$ cat config.mk
export PLATFORM = sky130hd
export DESIGN_NAME = ets_multich_sampler
export DESIGN_NICKNAME = d
export VERILOG_FILES = /design/src/rtl/ets_multich_sampler.sv
export SDC_FILE = /design/constraint.sdc
export NUM_CORES = 1
export LEC_CHECK = 0
export BUFFER_PORTS_ARGS = -buffer_cell sky130_fd_sc_hd__buf_2
export CAP_MARGIN = 10
export CORE_ASPECT_RATIO = 2
export CORE_MARGIN = 5
export CORE_UTILIZATION = 57
export DETAILED_ROUTE_END_ITERATION = 8
export GPL_TIMING_DRIVEN = 0
export PLACE_DENSITY_LB_ADDON = 0.08
export SYNTH_ARGS = -nofsm -noshare
export SYNTH_HDL_FRONTEND = slang
export SYNTH_SLANG_ARGS = --single-unit
$ cat constraint.sdc
create_clock -name shifting_clk -period 3.7 [get_ports shifting_clk]
set_input_delay 1.11 -clock shifting_clk [delete_from_list [all_inputs] [get_ports shifting_clk]]
set_output_delay 1.11 -clock shifting_clk [all_outputs]
set_load 0.01 [all_outputs]
$ cat src/rtl/ets_multich_sampler.sv
// Multi-channel equivalent-time sampling core.
// For each MMCM phase step the core counts comparator ones per channel over a
// programmable number of triggers, writes one count per channel to a result
// buffer, then requests a phase shift and waits for the MMCM to finish.
// Outputs are driven from registers: wr_*, ps_en and busy are loaded with the
// values belonging to the next state, so each one is valid in the cycle that
// its state is active.
module ets_multich_sampler #(
  parameter int NCH     = 4,
  parameter int CNT_W   = 16,
  parameter int PHASE_W = 10,
  parameter int ADDR_W  = 12,
  parameter int TMO_W   = 12
) (
  input  logic               shifting_clk,
  input  logic               S_AXI_DATA_aresetn,
  input  logic [NCH-1:0]     cmp_data,
  input  logic               trig_in,
  input  logic               start,
  input  logic               abort,
  input  logic               dir,
  input  logic [CNT_W-1:0]   avg_count,
  input  logic [PHASE_W-1:0] phase_steps,
  output logic               ps_en,
  output logic               ps_incdec,
  input  logic               ps_done,
  output logic               wr_en,
  output logic [ADDR_W-1:0]  wr_addr,
  output logic [CNT_W-1:0]   wr_data,
  output logic [PHASE_W-1:0] phase_idx,
  output logic               busy,
  output logic               done,
  output logic               err_tmo
);

  localparam int CH_W = (NCH > 1) ? $clog2(NCH) : 1;
  localparam logic [CH_W-1:0]    CH_LAST   = CH_W'(NCH - 1);
  localparam logic [CH_W-1:0]    CH_ZERO   = {CH_W{1'b0}};
  localparam logic [CH_W-1:0]    CH_ONE    = CH_W'(1);
  localparam logic [ADDR_W-1:0]  NCH_A     = ADDR_W'(NCH);
  localparam logic [TMO_W-1:0]   TMO_MAX   = {TMO_W{1'b1}};
  localparam logic [TMO_W-1:0]   TMO_ZERO  = {TMO_W{1'b0}};
  localparam logic [TMO_W-1:0]   TMO_ONE   = TMO_W'(1);
  localparam logic [CNT_W-1:0]   CNT_ZERO  = {CNT_W{1'b0}};
  localparam logic [CNT_W-1:0]   CNT_ONE   = CNT_W'(1);
  localparam logic [PHASE_W-1:0] PH_ZERO   = {PHASE_W{1'b0}};
  localparam logic [PHASE_W-1:0] PH_ONE    = PHASE_W'(1);

  localparam logic [2:0] S_IDLE    = 3'd0;
  localparam logic [2:0] S_ACCUM   = 3'd1;
  localparam logic [2:0] S_WRITE   = 3'd2;
  localparam logic [2:0] S_SHIFT   = 3'd3;
  localparam logic [2:0] S_WAIT_PS = 3'd4;
  localparam logic [2:0] S_DONE    = 3'd5;

  logic [NCH-1:0]     cmp_meta_q;
  logic [NCH-1:0]     cmp_s_q;
  logic               start_q;
  logic               start_rise;

  logic [2:0]         state_q,     state_d;
  logic [CNT_W-1:0]   avg_q,       avg_d;
  logic [PHASE_W-1:0] steps_q,     steps_d;
  logic               dir_q,       dir_d;
  logic [CNT_W-1:0]   acc_q [NCH];
  logic [CNT_W-1:0]   acc_d [NCH];
  logic [CNT_W-1:0]   trig_cnt_q,  trig_cnt_d;
  logic [CH_W-1:0]    ch_q,        ch_d;
  logic [PHASE_W-1:0] phase_q,     phase_d;
  logic [TMO_W-1:0]   tmo_q,       tmo_d;
  logic               ps_en_q,     ps_en_d;
  logic               ps_incdec_q, ps_incdec_d;
  logic               wr_en_q,     wr_en_d;
  logic [ADDR_W-1:0]  wr_addr_q,   wr_addr_d;
  logic [CNT_W-1:0]   wr_data_q,   wr_data_d;
  logic               busy_q,      busy_d;
  logic               done_q,      done_d;
  logic               err_tmo_q,   err_tmo_d;

  assign start_rise = start & ~start_q;

  // Two-flop synchroniser for the asynchronous comparator bits, plus start edge history.
  always_ff @(posedge shifting_clk or negedge S_AXI_DATA_aresetn) begin
    if (!S_AXI_DATA_aresetn) begin
      cmp_meta_q <= {NCH{1'b0}};
      cmp_s_q    <= {NCH{1'b0}};
      start_q    <= 1'b0;
    end else begin
      cmp_meta_q <= cmp_data;
      cmp_s_q    <= cmp_meta_q;
      start_q    <= start;
    end
  end

  // Sweep sequencing: next state, accumulators and look-ahead output values.
  always_comb begin
    state_d     = state_q;
    avg_d       = avg_q;
    steps_d     = steps_q;
    dir_d       = dir_q;
    acc_d       = acc_q;
    trig_cnt_d  = trig_cnt_q;
    ch_d        = ch_q;
    phase_d     = phase_q;
    tmo_d       = tmo_q;
    done_d      = done_q;
    err_tmo_d   = err_tmo_q;

    case (state_q)
      S_IDLE: begin
        if (start_rise) begin
          avg_d      = (avg_count == CNT_ZERO) ? CNT_ONE : avg_count;
          steps_d    = (phase_steps == PH_ZERO) ? PH_ONE : phase_steps;
          dir_d      = dir;
          for (int c = 0; c < NCH; c++) begin
            acc_d[c] = CNT_ZERO;
          end
          trig_cnt_d = CNT_ZERO;
          ch_d       = CH_ZERO;
          phase_d    = PH_ZERO;
          done_d     = 1'b0;
          err_tmo_d  = 1'b0;
          state_d    = S_ACCUM;
        end else begin
          state_d    = S_IDLE;
        end
      end
      S_ACCUM: begin
        if (trig_in) begin
          for (int c = 0; c < NCH; c++) begin
            acc_d[c] = acc_q[c] + {{(CNT_W-1){1'b0}}, cmp_s_q[c]};
          end
          trig_cnt_d = trig_cnt_q + CNT_ONE;
          if (trig_cnt_d == avg_q) begin
            ch_d    = CH_ZERO;
            state_d = S_WRITE;
          end else begin
            state_d = S_ACCUM;
          end
        end else begin
          state_d = S_ACCUM;
        end
      end
      S_WRITE: begin
        if (ch_q == CH_LAST) begin
          for (int c = 0; c < NCH; c++) begin
            acc_d[c] = CNT_ZERO;
          end
          trig_cnt_d = CNT_ZERO;
          ch_d       = CH_ZERO;
          if (phase_q == (steps_q - PH_ONE)) begin
            done_d  = 1'b1;
            state_d = S_DONE;
          end else begin
            state_d = S_SHIFT;
          end
        end else begin
          ch_d    = ch_q + CH_ONE;
          state_d = S_WRITE;
        end
      end
      S_SHIFT: begin
        tmo_d   = TMO_ZERO;
        state_d = S_WAIT_PS;
      end
      S_WAIT_PS: begin
        if (ps_done) begin
          phase_d = phase_q + PH_ONE;
          state_d = S_ACCUM;
        end else if (tmo_q == TMO_MAX) begin
          err_tmo_d = 1'b1;
          state_d   = S_IDLE;
        end else begin
          tmo_d   = tmo_q + TMO_ONE;
          state_d = S_WAIT_PS;
        end
      end
      S_DONE: begin
        state_d = S_IDLE;
      end
      default: begin
        state_d = S_IDLE;
      end
    endcase

    // Abort wins over every other transition and leaves the status flags untouched.
    if (abort && (state_q != S_IDLE)) begin
      state_d   = S_IDLE;
      phase_d   = phase_q;
      done_d    = done_q;
      err_tmo_d = err_tmo_q;
    end else begin
      state_d   = state_d;
    end

    wr_en_d     = (state_d == S_WRITE);
    ps_en_d     = (state_d == S_SHIFT);
    busy_d      = (state_d != S_IDLE);
    ps_incdec_d = dir_d;
    wr_addr_d   = (ADDR_W'(phase_d) * NCH_A) + ADDR_W'(ch_d);
    if (wr_en_d) begin
      wr_data_d = acc_d[ch_d];
    end else begin
      wr_data_d = CNT_ZERO;
    end
  end

  // State and output registers.
  always_ff @(posedge shifting_clk or negedge S_AXI_DATA_aresetn) begin
    if (!S_AXI_DATA_aresetn) begin
      state_q     <= S_IDLE;
      avg_q       <= CNT_ONE;
      steps_q     <= PH_ONE;
      dir_q       <= 1'b0;
      for (int c = 0; c < NCH; c++) begin
        acc_q[c] <= CNT_ZERO;
      end
      trig_cnt_q  <= CNT_ZERO;
      ch_q        <= CH_ZERO;
      phase_q     <= PH_ZERO;
      tmo_q       <= TMO_ZERO;
      ps_en_q     <= 1'b0;
      ps_incdec_q <= 1'b0;
      wr_en_q     <= 1'b0;
      wr_addr_q   <= {ADDR_W{1'b0}};
      wr_data_q   <= CNT_ZERO;
      busy_q      <= 1'b0;
      done_q      <= 1'b0;
      err_tmo_q   <= 1'b0;
    end else begin
      state_q     <= state_d;
      avg_q       <= avg_d;
      steps_q     <= steps_d;
      dir_q       <= dir_d;
      acc_q       <= acc_d;
      trig_cnt_q  <= trig_cnt_d;
      ch_q        <= ch_d;
      phase_q     <= phase_d;
      tmo_q       <= tmo_d;
      ps_en_q     <= ps_en_d;
      ps_incdec_q <= ps_incdec_d;
      wr_en_q     <= wr_en_d;
      wr_addr_q   <= wr_addr_d;
      wr_data_q   <= wr_data_d;
      busy_q      <= busy_d;
      done_q      <= done_d;
      err_tmo_q   <= err_tmo_d;
    end
  end

  assign ps_en     = ps_en_q;
  assign ps_incdec = ps_incdec_q;
  assign wr_en     = wr_en_q;
  assign wr_addr   = wr_addr_q;
  assign wr_data   = wr_data_q;
  assign phase_idx = phase_q;
  assign busy      = busy_q;
  assign done      = done_q;
  assign err_tmo   = err_tmo_q;

endmodule

After elaboration in Yosys (flattened, before gate mapping)
Cells that the tools add are included.
{"block": "classes", "add_sub_neg": 10, "mul": 0, "n_div": 0, "n_lt_le_gt_ge": 1, "n_eq_ne": 17, "shifts": 0, "mux": 42, "bitwise_logic": 4, "reduce_logical": 15}
{"op": "$mux 64", "n": 3}
{"op": "$pmux 64 s3", "n": 1}
{"op": "$mux 16", "n": 7}
{"op": "$add 16x1->16", "n": 4}
{"op": "$pmux 16 s3", "n": 1}
{"op": "$mux 10", "n": 4}
{"op": "$bmux 16 s2", "n": 1}
{"op": "$mux 12", "n": 2}
{"op": "$pmux 12 s2", "n": 1}
{"op": "$pmux 10 s2", "n": 1}
{"op": "$mux 3", "n": 6}
{"op": "$add 16x1->16 const B", "n": 1}
{"op": "$eq 16x16->1", "n": 1}
{"op": "$logic_not 16->1", "n": 1}
{"op": "$pmux 3 s5", "n": 1}
{"op": "$ne 2x2->1 const B", "n": 7}
{"op": "$add 12x1->12 const B", "n": 1}
{"op": "$add 12x2->12", "n": 1}
{"op": "$eq 12x12->1 const B", "n": 1}
{"op": "$eq 3x2->1 const B", "n": 4}
{"op": "$add 10x1->10 const B", "n": 1}
{"op": "$eq 10x10->1", "n": 1}
{"op": "$logic_not 10->1", "n": 1}
{"op": "$mux 2", "n": 5}
{"op": "other kinds (20)", "n": 32}
{"block": "totals", "regBits": 176, "latchBits": 0, "ramBits": 0, "mem_bits_ro": 0, "input_bits": 37, "out_inout_bits": 44, "wordCells": 111, "memories": 0}

Longest topological paths before layout
Gate-level depths: netlist of run 1.
{"block": "depth", "ltp_word": 10, "depth_mapped": 11, "mapped_depth_nobuf": 10}

Least setup slack after synthesis of run 1
OpenSTA, ideal clock, no wires.
{"block": "synth_timing", "path_type": "input port to flip-flop", "startpoint": "in trig_in", "endpoint": "reg wr_data_q[15], in the netlist wr_data[15]", "setup_ps": 83, "arrival_ps": 3425, "required_ps": 3617, "setup_slack_ps": 192, "path_stages": 9, "path_buffers": 1, "path_cell_list": "clkbuf_1 nand4_1 nor2_1 nand3_1 or4b_2 a311oi_1 a211oi_1 a211o_1 o21ai_0"}
{"block": "synth_via", "elab_chain_len": 7, "word_cells_on_any_way": 13, "classes_between": "eq/ne: 1; mux: 11; bitwise: 1"}
{"element": "from (decl)", "line": "18", "source": "input logic trig_in,"}
{"element": "$mux 2", "line": "129", "source": "if (trig_in) begin"}
{"element": "$pmux 2 s3", "line": "109", "source": "case (state_q)"}
{"element": "$not 2->3 (not written as such)", "line": "202", "source": "wr_data_d = acc_d[ch_d];"}
{"element": "$bmux 16 s2", "line": "202"}
{"element": "$mux 16 (not written as such) (2 in a row)", "line": "202"}
{"element": "$mux 16 (*)", "line": "201", "source": "if (wr_en_d) begin"}
{"element": "named net wr_data_d[15]", "line": "75", "source": "logic [CNT_W-1:0] wr_data_q, wr_data_d;"}
{"element": "to (signal assigned)", "line": "244", "source": "wr_data_q <= wr_data_d;"}
{"element": "to (decl)", "line": "75"}
The timed path passes the listed nets; every way through them passes the cells marked *. The select of a mux whose other input is x is not followed.
A chain may end at the register's enable or synchronous reset.

Worst setup path after layout of run 1
{"block": "layout_timing", "startpoint": "reg trig_cnt_q[0]", "endpoint": "reg wr_data_q[14], in the netlist wr_data[14]"}
{"block": "layout_via", "word_cells_on_any_way": 15, "classes_between": "add/sub: 1; eq/ne: 2; mux: 11; bitwise: 1"}
{"element": "from (decl)", "line": "67", "source": "logic [CNT_W-1:0] trig_cnt_q, trig_cnt_d;"}
{"element": "from (signal assigned)", "line": "236", "source": "trig_cnt_q <= trig_cnt_d;"}
{"element": "$add 16x1->16", "line": "133", "source": "trig_cnt_d = trig_cnt_q + CNT_ONE;"}
{"element": "$eq 16x16->1", "line": "134", "source": "if (trig_cnt_d == avg_q) begin"}
{"element": "$mux 2", "line": "134"}
{"element": "$mux 3", "line": "129"}
{"element": "$pmux 3 s5", "line": "109"}
{"element": "$mux 3", "line": "187", "source": "if (abort && (state_q != S_IDLE)) begin"}
{"element": "$eq 3x2->1", "line": "196", "source": "wr_en_d = (state_d == S_WRITE);"}
{"element": "named net wr_en_d", "line": "73", "source": "logic wr_en_q, wr_en_d;"}
{"element": "$mux 16", "line": "201"}
{"element": "named net wr_data_d[14]", "line": "75"}
The timed path passes the listed nets, and every way through them passes these cells. The select of a mux whose other input is x is not followed.

==> results of run 1 <==
-- per-layer routing --
metal  vias up  wire length [microns]  part of all wire
met3        93                   1270             0.050
met4         0                   1410             0.055
met5         -                      0                 0
met1      3964                   9470              0.37
met2       324                  13300              0.52
li1       3820                      -                 -
-- power by group through the flow --
stage | sequential [mW] | clock [mW] | combinational (mW)
final | 2.25 | 1.79 | 1.98
after global routing | 2.28 | 1.89 | 2.14
after CTS | 2.25 | 1.81 | 1.94
after detailed placement | 2.28 | 0 | 1.93
after global placement | 2.27 | 0 | 1.89
after floorplan | 2.21 | 0 | 1.38
-- layout by cell type, fill, tap and decap left out, types with 13 or more instances in the layout --
cell type / instances
o21ai_0: 129
inv_1: 17
xnor2_1: 21
clkbuf_16: 17
dfrtp_1: 162
nand4_1: 30
xor2_1: 16
nand2_1: 100
buf_2: 83
a31oi_1: 20
nor2_1: 62
mux2i_1: 33
a22o_1: 14
mux2_2: 24
nor3_1: 14
and3_1: 21
clkbuf_1: 37
or3_1: 16
a21oi_1: 36
nand3_1: 31
nor4_1: 13
buf_4: 17
-- what timing repair did --
action,in CTS,in global routing
resized for setup,2,6
endpoints found under the setup margin,11,16
gates cloned,0,0
pin swaps,2,3
setup buffers,0,5
-- worst paths after layout --
check,startpoint,to,slack (ps),depth (start not counted)
hold / removal,cmp_meta_q[1],cmp_s_q[1],350,0
max in group asynchronous,S_AXI_DATA_aresetn,acc_q[30],2200,2
setup reg to reg,trig_cnt_q[0],wr_data[14],210,11
hold reg to reg,cmp_meta_q[1],cmp_s_q[1],350,0
min in group asynchronous,S_AXI_DATA_aresetn,avg_q[15],610,1
setup / recovery,trig_cnt_q[0],wr_data[14],210,11
-- cell families (layout without fill, tap and decap cells) --
family          Yosys count  after routing
simple gates            352            352
compound gates          272            272
flops                   164            164
buf+inv                  82            197
mux                      57             57
xor+xnor                 38             38
fa+ha+maj                14             14
-- state kept, by name, indices dropped and copies added (netlist names), 3 cells and up --
name and count:
tmo_q 12, cmp_meta_q 4, cmp_s_q 4, wr_data 16
acc_q 64, steps_q 10, avg_q 16, wr_addr 11
trig_cnt_q 16, state_q 3
-- worst reg2reg max path, cell delays in order, from the launching register on --
cell and delay [ps]:
dfrtp_1 430, ha_2 270, nand3_2 160, or4_4 490
a221o_1 370, nor4_4 320, nand4_4 260, o32ai_4 370
buf_12 160, nand2_4 100, buf_6 180, o22ai_1 270
-- final cells by class --
class                           count  area, sq um  share of cell area
Multi-Input combinational cell    733         4740               0.449
Sequential cell                   164         4110               0.388
Timing Repair Buffer               86          488              0.0462
Clock buffer                       19          453              0.0428
Buffer                             65          330              0.0312
Tap cell                          201          251              0.0238
Clock inverter                     10          134              0.0127
Inverter                           17         63.8             0.00604
-- per-stage QoR --
step	setup slack (ps)	std cells	instance area (sq um)	power, mW
floorplan	192	979	9220	3.59
global placement	-1040	1258	9860	4.16
detailed placement	-465	1259	9900	4.21
CTS	17.0	1288	10500	6.01
global route	27.5	1295	10600	6.31
finish	206	1295	10600	6.02
==> flow_metrics.py, run 1 <==
metrics = {
    "status": {
        "status": "completed",
    },
    "timing": {
        "period_share": 0.944,
        "slew_violations": 0,
        "tns_ps": 0,
        "max_freq_mhz": 286,
        "rsz0062_at_grt": "false",
        "timing.hold.ws_ps": 348,
        "slew_headroom": 0.352,
        "hold_viol": 0,
        "finalSetupViolations": 0,
        "fin_worst_skew_ps": 7.74,
        "tightest_slew_ps": 967,
        "min_period_ps": 3490,
    },
    "power": {
        "power_frac_seq": 0.374,
        "p_sw_frac": 0.358,
        "p_clk_frac": 0.297,
        "power_frac_comb": 0.329,
        "total_leakage_power_nw": 4.72,
        "peakVddDrop_mv": 0.350,
        "p_sw_mw": 2.16,
        "p_int_mw": 3.86,
        "powerDensity_mw_per_mm2": 570,
    },
    "worst_setup_path": {
        "cp_max_fo": 10,
        "worstPathArrival_ps": 3800,
        "cp-end-kind": "flip-flop",
        "start_kind": "flip-flop",
        "critPathKind": "reg -> reg",
        "worstPathCellList": "ha_2 -> nand3_2 -> or4_4 -> a221o_1 -> nor4_4 -> nand4_4 -> o32ai_4 -> buf_12 -> nand2_4 -> buf_6 -> o22ai_1",
        "cp_slowest_stage_delay_ps": 490,
        "crit_slowest_cell": "or4_4",
        "crit_required_ps": 4010,
        "cp_num_buf_inv": 2,
        "path_delay_family": "simple AND/OR/NAND/NOR gates",
    },
    "detailed_routing": {
        "vias": 8201,
        "drt-initial-drc-count": 366,
        "drc_errors": 0,
        "viasPerCell": 6.33,
        "first_pass_iters": 5,
        "antenna_left": 0,
        "avgRoutedWirePerCell_microns": 19.7,
        "wirelength_microns": 25500,
    },
    "place": {
        "gp_congestion": 0.883,
        "numPortBuffers": 78,
        "dp_hpwl_microns": 18800,
    },
    "grt": {
        "grt_use_met3": 0.0426,
        "grt_max_degree": 98,
        "grt.total_usage": 0.272,
        "met2_usage": 0.479,
        "grt.overflow.total": 0,
        "first_global_vias": 8268,
        "use_met1": 0.296,
        "grt_pass1_wl_microns": 40900,
        "antenna_found_initial": 0,
        "busiest_layer": "met2",
    },
    "die": {
        "fp.dieW_microns": 99.9,
        "dieHeight_microns": 190,
        "fp-row-count": 65,
        "core_area_sq_mm": 0.0159,
        "num_io_pins": 81,
        "start_util": 0.581,
        "floorplan.die_area_sq_mm": 0.0190,
    },
    "clock_tree": {
        "cts_buffer_depth": 2,
        "cts-buffers-inserted": 17,
        "cts_tree": "yes",
        "hold_buffers": 0,
        "clk_latency_ps": 430,
        "cts_root_buffer": "clkbuf_16",
        "cts_sinks": 164,
        "htree_num_levels": 4,
        "clkTransAtPathRegs_ps": 60,
    },
    "synthesis": {
        "synth_top_area_frac": 0.440,
        "synthTopCellsByCount": "dfrtp_1, o21ai_0, nand2_1",
        "netlist_top_cells_area": "dfrtp_1, o21ai_0, nand2_1, mux2i_1, mux2_2",
        "synth-seq-cells": 164,
        "synth_adder_area_share": 0.0187,
        "yosysMostFrequentCell": "dfrtp_1",
        "yosysWarnings": 0,
        "yosys.area.top_type": "dfrtp_1",
        "synth-simple-area-share": 0.200,
        "synth_top_family_by_area": "simple AND/OR/NAND/NOR gates",
        "synth_ff_type": "dfrtp_1",
        "synth_nets": 1029,
        "muxShareOfSynthArea": 0.0651,
        "netlist_area_sq_mm": 0.00922,
        "synth-edff-count": 0,
        "synth_xor_area_frac": 0.0376,
        "avgSynthCellArea_sq_um": 9.42,
        "ys_seq_area_frac": 0.445,
        "ys_types": 77,
        "synth-compound-area-share": 0.191,
        "synthCells": 979,
        "ys_async_sr_fraction": 1.00,
    },
    "finish": {
        "drive_gt1_frac": 0.184,
        "num_antenna_cells": 0,
        "nets": 1134,
        "area.growth.synth_to_final_pct": 14.7,
        "post-route-util": 0.667,
        "n_fill_cell": 1355,
    },
    "hold_path": {
        "min_path_type": "reg -> reg",
    },
    "run": {
        "max-cap-violations": 0,
    },
}
Note: power is estimated with default switching activity, not from simulation.
==> inputs of run 2 (changes only) <==
CORE_UTILIZATION = 55   (was 57)
clock period = 3.2 ns   (was 3.7 ns; I/O delays follow)
==> flow_metrics.py, run 2 (synthesis results as in run 1) <==
metrics = {
    "status": {
        "status": "completed",
    },
    "die": {
        "fp-row-count": 67,
        "num_io_pins": 81,
        "fp.dieW_microns": 102,
        "core_area_sq_mm": 0.0166,
        "dieHeight_microns": 193,
        "floorplan.die_area_sq_mm": 0.0196,
        "start_util": 0.555,
    },
    "finish": {
        "n_fill_cell": 1324,
        "largest_reg_flops": 64,
        "multi_input_area_sq_mm": 0.00501,
        "ff_latch_area_sq_mm": 0.00411,
        "final_common_cell": "dfrtp_1",
        "largest_register": "acc_q",
        "nets": 1154,
        "area.growth.synth_to_final_pct": 20.1,
        "final_cell_mix": "dfrtp_1, o21ai_0, nand2_1",
        "drive_gt1_frac": 0.230,
    },
    "detailed_routing": {
        "first_pass_iters": 5,
        "drt-initial-drc-count": 548,
        "avgRoutedWirePerCell_microns": 19.8,
        "wirelength_microns": 26200,
        "vias": 8232,
        "viasPerCell": 6.21,
        "drc_errors": 0,
        "antenna_left": 0,
    },
    "timing": {
        "tightest_slew_ps": 1010,
        "min_period_ps": 3170,
        "max_freq_mhz": 316,
        "slew_violations": 0,
        "period_share": 0.990,
        "finalSetupViolations": 0,
        "hold_viol": 0,
        "fin_worst_skew_ps": 15.8,
        "slew_headroom": 0.317,
        "tns_ps": 0,
        "rsz0062_at_grt": "true",
    },
    "clock_tree": {
        "cts_root_buffer": "clkbuf_16",
        "clkTransAtPathRegs_ps": 70,
        "cts_sinks": 164,
        "clk_latency_ps": 440,
        "hold_buffers": 0,
        "cts_buffer_depth": 2,
        "cts-buffers-inserted": 17,
        "htree_num_levels": 4,
        "cts_tree": "yes",
    },
    "power": {
        "power_mw": 7.18,
        "peakVddDrop_mv": 0.454,
        "total_leakage_power_nw": 4.80,
        "powerDensity_mw_per_mm2": 649,
    },
    "hold_path": {
        "min_path_type": "reg -> reg",
    },
    "worst_setup_path": {
        "start_kind": "flip-flop",
        "timing.rr.end": "wr_data[3]",
        "r2r_slack_ps": 30,
        "cp-startpoint": "trig_cnt_q[1]",
        "timing.critical_path.to": "wr_data[3]",
        "r2r-start": "trig_cnt_q[1]",
        "r2r_cells": 11,
        "cp_max_fo": 6,
        "crit_slowest_cell": "or4_4",
        "cp-end-kind": "flip-flop",
        "worstPathCellList": "ha_4 -> nand3_4 -> or4_4 -> a221o_1 -> nor4_4 -> nand4_4 -> buf_6 -> a31o_2 -> nand2b_4 -> buf_4 -> o22ai_2",
        "crit_required_ps": 3540,
        "cp_slowest_stage_delay_ps": 470,
        "critPathKind": "reg -> reg",
        "worstPathArrival_ps": 3510,
    },
    "grt": {
        "grt_max_degree": 120,
        "grt.total_usage": 0.269,
        "grt.overflow.total": 0,
        "antenna_found_initial": 1,
        "grt_pass1_wl_microns": 41300,
        "first_global_vias": 8070,
    },
    "run": {
        "max-cap-violations": 0,
    },
    "place": {
        "dp_hpwl_microns": 17800,
        "gp_congestion": 0.901,
        "numPortBuffers": 78,
    },
}
-- run 2: where the power goes --
group	switching [mW]	internal, mW	leakage, nW
clock	0.960	1.02	0.262
sequential	0.266	2.34	2.19
combinational	1.52	1.07	2.34
-- run 2: how the worst min path moves through the flow --
stage          cells past startpoint          start  slack (ps)         end
2_1_floorplan                      0  cmp_meta_q[0]         330  cmp_s_q[0]
3_3_place_gp                       0  cmp_meta_q[0]         340  cmp_s_q[0]
3_5_place_dp                       0  cmp_meta_q[0]         330  cmp_s_q[0]
4_1_cts                            0  cmp_meta_q[0]         350  cmp_s_q[0]
5_1_grt                            0  cmp_meta_q[0]         370  cmp_s_q[0]
6_report                           0  cmp_meta_q[0]         350  cmp_s_q[0]
-- run 2: cell type report --
cell class / instances / area share
antenna: 1 / 0.000226
clock inverter: 14 / 0.0105
buffer: 62 / 0.0335
clock buffer: 18 / 0.0388
inverter: 17 / 0.00577
sequential: 164 / 0.371
tap: 207 / 0.0234
timing repair buffer: 109 / 0.0640
multi-input combinational: 733 / 0.453
-- run 2: layer usage --
layer,global-route usage,vias to the layer above,part of all wire
met3,0.0360,56,0.058
met1,0.337,3991,0.39
met5,0,-,0
li1,-,3865,-
met2,0.456,320,0.51
met4,0.124,0,0.036
-- run 2: critical path, delay by kind of cell, from the launching register on --
kind / cells / cell delay (ps)
buf+inv: 2 / 360
flops: 1 / 430
fa+ha+maj: 1 / 180
compound gates: 3 / 830
simple gates: 5 / 1250
-- run 2: timing repair --
action | CTS | global route
cloned | 0 | 2
endpoints found under the setup margin | 17 | 19
resized for setup | 36 | 42
buffers inserted | 16 | 11
pin swaps | 4 | 19
-- run 2: per-stage QoR --
| step | worst slack [ps] | utilization | hold WS, ps | cell area [sq um] | std cells |
|---|---|---|---|---|---|
| after global routing | -67.4 | 0.667 | 366 | 11100 | 1325 |
| after CTS | -15.6 | 0.649 | 351 | 10800 | 1314 |
| after floorplan | -27.1 | - | 331 | 9230 | 979 |
| after detailed placement | -697 | 0.598 | 335 | 9920 | 1266 |
| after global placement | -1420 | 0.595 | 340 | 9880 | 1264 |
| final | 33.4 | 0.667 | 351 | 11100 | 1325 |
==> inputs of run 3 (changes only) <==
==> constraint.sdc (replaced) <==
create_clock -name shifting_clk -period 3.2 [get_ports shifting_clk]
set_input_delay 0.32 -clock shifting_clk [delete_from_list [all_inputs] [get_ports shifting_clk]]
set_output_delay 0.32 -clock shifting_clk [all_outputs]
set_load 0.01 [all_outputs]
==> flow_metrics.py, run 3 (synthesis results as in run 1) <==
metrics = {
    "worst_setup_path": {
        "timing.critical_path.to": "wr_data[8]",
        "start_kind": "flip-flop",
        "r2r_cells": 11,
        "r2r-start": "trig_cnt_q[1]",
        "critPathKind": "reg -> reg",
        "cp-startpoint": "trig_cnt_q[1]",
        "worstPathArrival_ps": 3500,
        "crit_required_ps": 3500,
        "r2r_slack_ps": -2,
        "cp_max_fo": 6,
        "timing.rr.end": "wr_data[8]",
        "cp-end-kind": "flip-flop",
    },
    "die": {
        "fp-row-count": 67,
        "start_util": 0.555,
        "floorplan.die_area_sq_mm": 0.0196,
        "core_area_sq_mm": 0.0166,
        "fp.dieW_microns": 102,
        "dieHeight_microns": 193,
        "num_io_pins": 81,
    },
    "power": {
        "p_int_mw": 4.63,
        "power_frac_comb": 0.350,
        "p_sw_frac": 0.369,
        "total_leakage_power_nw": 4.77,
        "p_sw_mw": 2.70,
        "powerDensity_mw_per_mm2": 665,
        "peakVddDrop_mv": 0.473,
        "power_mw": 7.33,
        "p_clk_frac": 0.292,
        "power_frac_seq": 0.358,
    },
    "clock_tree": {
        "cts_buffer_depth": 2,
        "clk_latency_ps": 440,
        "cts_sinks": 164,
        "htree_num_levels": 4,
        "cts_root_buffer": "clkbuf_16",
        "clkTransAtPathRegs_ps": 70,
        "cts_tree": "yes",
        "cts-buffers-inserted": 17,
    },
    "hold_path": {
        "min_from": "start",
        "min_path_type": "in -> reg",
    },
    "detailed_routing": {
        "avgRoutedWirePerCell_microns": 19.8,
        "drt-initial-drc-count": 622,
        "drc_errors": 0,
        "first_pass_iters": 5,
        "antenna_left": 0,
        "wirelength_microns": 26000,
        "vias": 8233,
        "viasPerCell": 6.27,
    },
    "timing": {
        "fin_worst_skew_ps": 12.4,
        "timing.hold.ws_ps": 21.4,
        "tightest_slew_ps": 934,
        "setup_ws_ps": -1.76,
        "min_period_ps": 3200,
        "max_freq_mhz": 312,
        "period_share": 1.00,
        "hold_viol": 0,
        "slew_violations": 0,
        "slew_headroom": 0.368,
        "finalSetupViolations": 1,
        "rsz0062_at_grt": "true",
    },
    "finish": {
        "instances_no_fill": 1314,
        "num_antenna_cells": 0,
        "area.growth.synth_to_final_pct": 19.6,
        "largest_register": "acc_q",
        "finalInstanceArea_sq_mm": 0.0110,
        "final_cell_mix": "dfrtp_1, o21ai_0, nand2_1",
        "ff_latch_area_sq_mm": 0.00411,
        "nets": 1145,
        "drive_gt1_frac": 0.222,
        "final_common_cell": "dfrtp_1",
        "largest_reg_flops": 64,
        "n_fill_cell": 1342,
        "multi_input_area_sq_mm": 0.00499,
    },
    "status": {
        "violations": "negative setup slack",
        "status": "finished, violations left",
    },
    "run": {
        "max-cap-violations": 0,
    },
    "grt": {
        "grt_pass1_wl_microns": 41200,
        "first_global_vias": 8204,
        "grt_max_degree": 120,
        "grt.total_usage": 0.267,
        "grt.overflow.total": 0,
        "antenna_found_initial": 0,
    },
    "place": {
        "dpl.cell_count": 1266,
        "dp_hpwl_microns": 17900,
        "place_ws_ps": -551,
        "place_area_sq_mm": 0.00991,
        "gp_congestion": 0.904,
        "numPortBuffers": 78,
    },
}
[run 3: changes by cell type in the layout (fill, tap and decap cells not counted), moves of 2 or more]
cell and delta:
buf_4 -13, dlygate4sd3_1 +5, buf_6 -4, mux2i_2 +4
bufinv_16 +3, clkbuf_1 +3, mux2i_4 -3, buf_2 +2
clkbuf_4 -2, inv_6 -2
[run 3: repair_timing]
action                                  in CTS  in global routing
hold buffers                                 5                  0
cloned                                       0                  2
resized for setup                           20                 48
endpoints found under the setup margin      17                 17
setup buffers                                8                  4
endpoints found under the hold margin       47                  0
pin swaps                                    6                 10
[run 3: power by group through the flow]
stage | Combinational, mW | Clock (mW) | Sequential, mW
after global routing | 2.78 | 2.25 | 2.65
after CTS | 2.36 | 2.16 | 2.61
after global placement | 2.18 | 0 | 2.63
after detailed placement | 2.25 | 0 | 2.65
final | 2.57 | 2.14 | 2.62
after floorplan | 1.59 | 0 | 2.56
[run 3: how the worst min path moves through the flow]
stage            endpoint  slack, ps  cells after the start
2_1_floorplan    acc_q[0]         20                      0
3_3_place_gp   cmp_s_q[2]        340                      0
3_5_place_dp   wr_addr[8]        240                      1
4_1_cts           start_q         10                      1
5_1_grt           start_q         20                      1
6_report          start_q         20                      1
[run 3: final cells by class]
| type | instances | share of cell area |
|---|---|---|
| Multi-Input combinational cell | 733 | 0.453 |
| Inverter | 17 | 0.00579 |
| Clock inverter | 14 | 0.0159 |
| Tap cell | 207 | 0.0235 |
| Buffer | 63 | 0.0329 |
| Timing Repair Buffer | 99 | 0.0577 |
| Clock buffer | 17 | 0.0386 |
| Sequential cell | 164 | 0.373 |
[run 3: per-stage QoR]
step	setup TNS, ps	utilization
after global routing	-615	0.664
after CTS	-3.87	0.645
after global placement	-128860	0.595
after detailed placement	-6900	0.597
after floorplan	0	-
final	-1.76	0.664
[run 3: metal layers]
metal,up-vias,GRT usage,share of wire
met2,290,0.465,0.52
met1,4047,0.325,0.39
met3,58,0.0411,0.052
met4,0,0.113,0.031
li1,3838,-,-
met5,-,0,0
[run 3: worst max-delay path, cell delays in order (launching register included)]
cell and delay, ps:
dfrtp_1 440, ha_4 200, nand3_4 100, or4_4 470, a221o_1 360, nor4_4 260, nand4_4 200, a31oi_4 310
buf_12 180, clkbuf_16 170, mux2i_1 240, o22ai_2 110
